`config.mk`:
```
export PLATFORM = sky130hd
export DESIGN_NAME = pc_stack_unit
export DESIGN_NICKNAME = d
export VERILOG_FILES = /design/src/rtl/pc_pkg.sv /design/src/rtl/ret_stack.sv /design/src/rtl/pc_stack_unit.sv
export SDC_FILE = /design/constraint.sdc
export NUM_CORES = 1
export LEC_CHECK = 0
export BUFFER_PORTS_ARGS = -buffer_cell sky130_fd_sc_hd__buf_2
export CORE_UTILIZATION = 40
export DETAILED_ROUTE_END_ITERATION = 8
export PLACE_DENSITY = 0.57
export SYNTH_ARGS = -nofsm -noshare
export SYNTH_HDL_FRONTEND = slang
export SYNTH_SLANG_ARGS = --single-unit
```
`constraint.sdc`:
```
create_clock -name i_clk -period 6.59 [get_ports i_clk]
set_input_delay 1.6475 -clock i_clk [delete_from_list [all_inputs] [get_ports i_clk]]
set_output_delay 1.6475 -clock i_clk [all_outputs]
set_load 0.01 [all_outputs]
```
`src/rtl/pc_pkg.sv`:
```
// Shared types and default vectors for the program counter and return stack.
package pc_pkg;

  typedef enum logic [1:0] {
    PC_SRC_IMMED = 2'd0,
    PC_SRC_STACK = 2'd1,
    PC_SRC_INTR  = 2'd2,
    PC_SRC_RESET = 2'd3
  } pc_sel_t;

  localparam int              DEF_ADDR_W    = 10;
  localparam int              DEF_DEPTH     = 8;
  localparam logic [9:0]      DEF_INTR_VEC  = 10'h3FF;
  localparam logic [9:0]      DEF_RESET_VEC = 10'h000;

endpackage

```
`src/rtl/ret_stack.sv`:
```
// Hardware return-address LIFO; writes and level updates take effect on the next edge.
// TOP reads the current top entry combinationally and is 0 when the stack is empty.
module ret_stack #(
  parameter int ADDR_W = 10,
  parameter int DEPTH  = 8
) (
  input  logic                       i_clk,
  input  logic                       i_rst_n,
  input  logic                       i_push,
  input  logic                       i_pop,
  input  logic [ADDR_W-1:0]          i_din,
  output logic [ADDR_W-1:0]          o_top,
  output logic [$clog2(DEPTH+1)-1:0] o_level,
  output logic                       o_full,
  output logic                       o_empty,
  output logic                       o_err
);

  localparam int LVL_W = $clog2(DEPTH+1);

  logic [ADDR_W-1:0] r_mem [DEPTH];
  logic [LVL_W-1:0]  r_level;
  logic              r_err;

  logic              w_empty;
  logic              w_full;
  logic              w_wr_en;
  logic [LVL_W-1:0]  w_wr_idx;
  logic [LVL_W-1:0]  w_level_nxt;
  logic              w_err_set;
  logic [ADDR_W-1:0] w_top;

  assign w_empty = (r_level == '0);
  assign w_full  = (r_level == LVL_W'(DEPTH));

  always_comb begin
    w_wr_en     = 1'b0;
    w_wr_idx    = r_level;
    w_level_nxt = r_level;
    w_err_set   = 1'b0;
    if (i_push && i_pop) begin
      // Replace-top never overflows; on an empty stack it degrades to a push.
      w_wr_en = 1'b1;
      if (w_empty) begin
        w_wr_idx    = '0;
        w_level_nxt = LVL_W'(1);
      end else begin
        w_wr_idx = r_level - LVL_W'(1);
      end
    end else if (i_push) begin
      if (w_full) begin
        w_err_set = 1'b1;
      end else begin
        w_wr_en     = 1'b1;
        w_level_nxt = r_level + LVL_W'(1);
      end
    end else if (i_pop) begin
      if (w_empty) begin
        w_err_set = 1'b1;
      end else begin
        w_level_nxt = r_level - LVL_W'(1);
      end
    end
  end

  always_ff @(posedge i_clk) begin
    if (!i_rst_n) begin
      r_level <= '0;
      r_err   <= 1'b0;
    end else begin
      r_level <= w_level_nxt;
      if (w_err_set) begin
        r_err <= 1'b1;
      end
    end
  end

  // Entry storage needs no reset: entries above the level are never observed.
  always_ff @(posedge i_clk) begin
    for (int i = 0; i < DEPTH; i++) begin
      if (w_wr_en && (w_wr_idx == LVL_W'(i))) begin
        r_mem[i] <= i_din;
      end
    end
  end

  always_comb begin
    w_top = '0;
    for (int i = 0; i < DEPTH; i++) begin
      if (r_level == LVL_W'(i + 1)) begin
        w_top = r_mem[i];
      end
    end
  end

  assign o_top   = w_top;
  assign o_level = r_level;
  assign o_full  = w_full;
  assign o_empty = w_empty;
  assign o_err   = r_err;

endmodule

```
`src/rtl/pc_stack_unit.sv`:
```
// Program counter with selectable load source and an integrated return-address stack.
// PC and stack update together on each edge; PC_COUNT is visible one cycle later.
module pc_stack_unit
  import pc_pkg::*;
#(
  parameter int                ADDR_W    = DEF_ADDR_W,
  parameter int                DEPTH     = DEF_DEPTH,
  parameter logic [ADDR_W-1:0] INTR_VEC  = DEF_INTR_VEC,
  parameter logic [ADDR_W-1:0] RESET_VEC = DEF_RESET_VEC
) (
  input  logic                       i_clk,
  input  logic                       i_rst_n,
  input  logic                       i_pc_ld,
  input  logic                       i_pc_inc,
  input  logic [1:0]                 i_pc_sel,
  input  logic [ADDR_W-1:0]          i_from_immed,
  input  logic                       i_push,
  input  logic                       i_pop,
  output logic [ADDR_W-1:0]          o_pc_count,
  output logic [ADDR_W-1:0]          o_stack_top,
  output logic [$clog2(DEPTH+1)-1:0] o_sp_level,
  output logic                       o_full,
  output logic                       o_empty,
  output logic                       o_err
);

  logic [ADDR_W-1:0] r_pc;
  logic              r_sel_err;

  logic [ADDR_W-1:0] w_pc_inc;
  logic [ADDR_W-1:0] w_src;
  logic              w_sel_err;
  logic [ADDR_W-1:0] w_top;
  logic              w_empty;
  logic              w_stk_err;

  // Carry is dropped so the PC wraps from all-ones to zero.
  assign w_pc_inc = r_pc + ADDR_W'(1);

  always_comb begin
    w_src     = RESET_VEC;
    w_sel_err = 1'b0;
    case (pc_sel_t'(i_pc_sel))
      PC_SRC_IMMED: w_src = i_from_immed;
      PC_SRC_STACK: begin
        // Returning with nothing on the stack restarts at the reset vector.
        if (w_empty) begin
          w_src     = RESET_VEC;
          w_sel_err = 1'b1;
        end else begin
          w_src = w_top;
        end
      end
      PC_SRC_INTR:  w_src = INTR_VEC;
      PC_SRC_RESET: w_src = RESET_VEC;
      default:      w_src = RESET_VEC;
    endcase
  end

  always_ff @(posedge i_clk) begin
    if (!i_rst_n) begin
      r_pc      <= RESET_VEC;
      r_sel_err <= 1'b0;
    end else begin
      if (i_pc_ld) begin
        r_pc <= w_src;
      end else if (i_pc_inc) begin
        r_pc <= w_pc_inc;
      end
      if (i_pc_ld && w_sel_err) begin
        r_sel_err <= 1'b1;
      end
    end
  end

  ret_stack #(
    .ADDR_W (ADDR_W),
    .DEPTH  (DEPTH)
  ) u_ret_stack (
    .i_clk   (i_clk),
    .i_rst_n (i_rst_n),
    .i_push  (i_push),
    .i_pop   (i_pop),
    .i_din   (w_pc_inc),
    .o_top   (w_top),
    .o_level (o_sp_level),
    .o_full  (o_full),
    .o_empty (w_empty),
    .o_err   (w_stk_err)
  );

  assign o_pc_count  = r_pc;
  assign o_stack_top = w_top;
  assign o_empty     = w_empty;
  assign o_err       = w_stk_err | r_sel_err;

endmodule

```
==> out/summary.json <==
{
  "result_of_the_run": {"value": "complete, but fails checks"},
  "failed_checks": {"value": "DRC"},
  "detail_route.wl_per_cell": {"value": 20.8, "unit": "microns"},
  "routed_wirelength": {"value": 12800, "unit": "microns"},
  "power_density": {"value": 366, "unit": "nW/um^2"},
  "chipWidth": {"value": 112, "unit": "microns"},
  "critical_path_arrival": {"value": 3.40, "unit": "ns"},
  "buffer_ports.inserted": {"value": 44},
  "asyncSetResetFlopFracSynth": {"value": 0},
  "synth.cell_area": {"value": 4820, "unit": "sq um"},
  "final.period_utilization": {"value": 0.765},
  "comb_power_share": {"value": 0.352},
  "timing_worst_slew_pin_value": {"value": 1.10, "unit": "ns"},
  "fmaxAchievable": {"value": 198, "unit": "MHz"},
  "setup-tns-final": {"value": 0, "unit": "ns"},
  "clkPwrFrac": {"value": 0.250},
  "setup.worst_path.start_class": {"value": "register"},
  "cts_max_level": {"value": 3},
  "initial_core_util": {"value": 0.417},
  "synth-main-ff-cell": {"value": "sky130_fd_sc_hd__edfxtp_1"},
  "num_io_pins": {"value": 45},
  "clock_skew": {"value": 0.00506, "unit": "ns"},
  "final-max-slew-violation-count": {"value": 0},
  "synth.avg_cell_area": {"value": 10.9, "unit": "sq um"},
  "fp.coreArea": {"value": 11600, "unit": "sq um"},
  "end_kind": {"value": "output pin"},
  "finalSetupViolations": {"value": 0},
  "dr_drc_count": {"value": 1},
  "post_dp_cell_area": {"value": 5080, "unit": "sq um"},
  "cts_buffer_depth": {"value": 2},
  "antenna_violating_nets_post_route": {"value": 0},
  "syn_inst": {"value": 442},
  "internal_power": {"value": 1.24, "unit": "mW"},
  "timing.slew.headroom": {"value": 0.264},
  "finish.instance_area": {"value": 5360, "unit": "sq um"},
  "worst_path_max_delay_cell": {"value": "sky130_fd_sc_hd__nor2b_1"},
  "power.switching_fraction": {"value": 0.370},
  "antenna-diode-count": {"value": 0},
  "clock_insertion_delay_at_the_later_pin_of_the_skew_report": {"value": 0.34, "unit": "ns"},
  "grt_use_total": {"value": 0.213},
  "critical_path_class": {"value": "reg -> out"},
  "finalCriticalPeriod": {"value": 5.04, "unit": "ns"},
  "grt_overflow_total": {"value": 0},
  "cpPeakStageDelay": {"value": 0.86, "unit": "ns"},
  "postCtsSetupRepairBufs": {"value": 0},
  "yosysSeqAreaShare": {"value": 0.565},
  "dieArea": {"value": 12500, "unit": "sq um"},
  "synthesis.nets": {"value": 465},
  "clock_sinks": {"value": 96},
  "drv.max_cap_violation_count": {"value": 0},
  "drtIter0Drc": {"value": 394},
  "tritoncts": {"value": "built"},
  "first_pass_grt_wire_length": {"value": 20100, "unit": "microns"},
  "die_h": {"value": 112, "unit": "microns"},
  "number_of_antenna_violations_at_the_first_check_in_global_routing": {"value": 0},
  "detailroute.via_count": {"value": 3657},
  "path_cells": {"value": "inv_1 > ha_1 > nor2b_1 > a22oi_1 > o21ai_0 > a22o_1 > mux2_2 > buf_2"},
  "switching_power": {"value": 0.725, "unit": "mW"},
  "detailedPlacementHpwl": {"value": 8870, "unit": "microns"},
  "peak_supply_drop": {"value": 0.000178, "unit": "V"},
  "pwr-share-seq": {"value": 0.398},
  "syn2layout_area_growth": {"value": 11.1, "unit": "%"},
  "ys_types": {"value": 56},
  "postSynthRegisterBits": {"value": 96},
  "rsz0062_at_grt": {"value": "false"},
  "placement_row_count": {"value": 39},
  "tritoncts_buffer_count": {"value": 9},
  "hold_buffers": {"value": 0},
  "drive_gt1_frac": {"value": 0.148},
  "final_hold_viol_count": {"value": 0},
  "detail_route.first_pass.iterations": {"value": 7},
  "pin_count_of_the_biggest_net_entering_global_routing": {"value": 37},
  "power": {"value": 1.96, "unit": "mW"},
  "post_drt_via_cell_ratio": {"value": 5.95},
  "yosysWarnings": {"value": 0},
  "cp_max_fo": {"value": 24},
  "required": {"value": 4.94, "unit": "ns"},
  "gp_routability_congestion": {"value": 0.854},
  "power_leakage": {"value": 1.93, "unit": "nW"},
  "nNetsFinal": {"value": 490},
  "grt_pass1_vias": {"value": 3633},
  "hold_path_class": {"value": "reg -> reg"},
  "clkSlewWorstSetupHoldPaths": {"value": 0.07, "unit": "ns"},
  "cts_resized": {"value": 0},
  "synth-edff-count": {"value": 80},
  "root_buffer": {"value": "sky130_fd_sc_hd__clkbuf_16"}
}
## cell type report
cell class	count	area, sq um
fillers	1093	6210
flip-flops and latches	96	2720
multi-input cells	299	1880
repair buffers	48	250
clock buffers	11	233
well taps	143	179
inverters	13	48.8
clock inverters	5	42.5
## per-layer routing
| metal | up-vias | share of wire | global-route usage | routed length, microns |
|---|---|---|---|---|
| li1 | 1724 | - | - | - |
| met1 | 1817 | 0.45 | 0.285 | 5770 |
| met3 | 18 | 0.046 | 0.0419 | 584 |
| met4 | 0 | 0.022 | 0.0703 | 284 |
| met2 | 98 | 0.48 | 0.348 | 6140 |
| met5 | - | 0 | 0 | 0 |
## cells by family (layout without fill, tap and decap cells)
group,Yosys count,after routing,share of synthesized area
flops,96,96,0.565
compound gates,134,134,0.190
fa+ha+maj,5,5,0.0130
mux,4,4,0.00908
xor+xnor,16,16,0.0291
buf+inv,47,77,0.0454
simple gates,140,140,0.149
## per-stage QoR
step / hold slack (ns) / setup slack [ns] / util / cells
after global placement: 0.477 / 1.96 / 0.439 / 599
after detailed placement: 0.490 / 1.92 / 0.439 / 599
after floorplan: 0.450 / 3.00 / - / 442
final: 0.494 / 1.55 / 0.463 / 615
after CTS: 0.506 / 1.54 / 0.463 / 615
after global routing: 0.534 / 1.28 / 0.463 / 615
## synth_stat cells, drive strengths merged (9+ instances only)
library cell | number | area share
clkbuf | 13 | 0.010
nor2 | 40 | 0.031
buf | 21 | 0.025
dfxtp | 16 | 0.066
nor2b | 14 | 0.018
o21ai | 31 | 0.032
xnor2 | 9 | 0.016
nand3b | 9 | 0.014
a22oi | 9 | 0.014
a21oi | 27 | 0.028
nand2 | 22 | 0.018
nand3 | 17 | 0.018
inv | 13 | 0.010
edfxtp | 80 | 0.50
## critical path, delay by kind of cell, from the launching register on
family	cells	cell delay [ns]
AND/OR/NAND/NOR	1	0.86
flip-flops	1	0.62
AO/OA/AOI/OAI	3	0.57
adder cells (fa/ha/maj)	1	0.53
buffers and inverters	2	0.30
multiplexers	1	0.16
## registers in the layout (all words and copies together), names as in the netlist
signal and count:
u_ret_stack.r_mem 80, o_pc_count 10, u_ret_stack.o_level 4, u_ret_stack.o_err 1, r_sel_err 1
## final timing paths
kind / from / to / slack, ns / cells after the start
min: u_ret_stack.o_err / u_ret_stack.o_err / 0.49 / 2
max reg2reg: u_ret_stack.o_level[0] / u_ret_stack.r_mem[1][38] / 2.56 / 8
max: u_ret_stack.o_level[0] / o_stack_top[9] / 1.55 / 8
min reg2reg: u_ret_stack.o_err / u_ret_stack.o_err / 0.49 / 2
## power groups by stage
stage | logic (mW) | clock network, mW | registers (mW)
CTS | 0.691 | 0.499 | 0.780
global route | 0.754 | 0.524 | 0.787
finish | 0.690 | 0.490 | 0.782
floorplan | 0.488 | 0 | 0.780
global placement | 0.677 | 0 | 0.793
detailed placement | 0.687 | 0 | 0.794
## cells in the final DEF, fill, tap and decap left out, types with 3 or more instances in the layout
master	synthesis	routed
sky130_fd_sc_hd__o22ai_1	4	4
sky130_fd_sc_hd__nor3_1	4	4
sky130_fd_sc_hd__clkbuf_16	0	9
sky130_fd_sc_hd__nand2b_1	4	4
sky130_fd_sc_hd__nor2_1	40	40
sky130_fd_sc_hd__nor2b_1	14	14
sky130_fd_sc_hd__buf_4	0	4
sky130_fd_sc_hd__a22oi_1	9	9
sky130_fd_sc_hd__nand3_1	17	17
sky130_fd_sc_hd__mux2_2	3	3
sky130_fd_sc_hd__dfxtp_1	16	16
sky130_fd_sc_hd__a21o_1	7	7
sky130_fd_sc_hd__nand4_1	5	5
sky130_fd_sc_hd__o21ai_0	31	31
sky130_fd_sc_hd__a221oi_1	5	5
sky130_fd_sc_hd__and3_1	8	8
sky130_fd_sc_hd__and2_1	4	4
sky130_fd_sc_hd__a221o_1	5	5
sky130_fd_sc_hd__o211ai_1	5	5
sky130_fd_sc_hd__xnor2_1	9	9
sky130_fd_sc_hd__buf_2	16	44
sky130_fd_sc_hd__inv_1	12	12
sky130_fd_sc_hd__or3_1	5	5
sky130_fd_sc_hd__a32oi_1	4	4
sky130_fd_sc_hd__o221ai_1	8	8
sky130_fd_sc_hd__a31oi_1	7	7
sky130_fd_sc_hd__a21oi_1	27	27
sky130_fd_sc_hd__ha_1	5	5
sky130_fd_sc_hd__xor2_1	7	7
sky130_fd_sc_hd__a22o_1	7	7
sky130_fd_sc_hd__nand3b_1	9	9
sky130_fd_sc_hd__nand2_1	21	21
sky130_fd_sc_hd__edfxtp_1	80	80
sky130_fd_sc_hd__a32o_1	3	3
sky130_fd_sc_hd__clkinv_4	0	3
(Power assumes the default switching activity.)
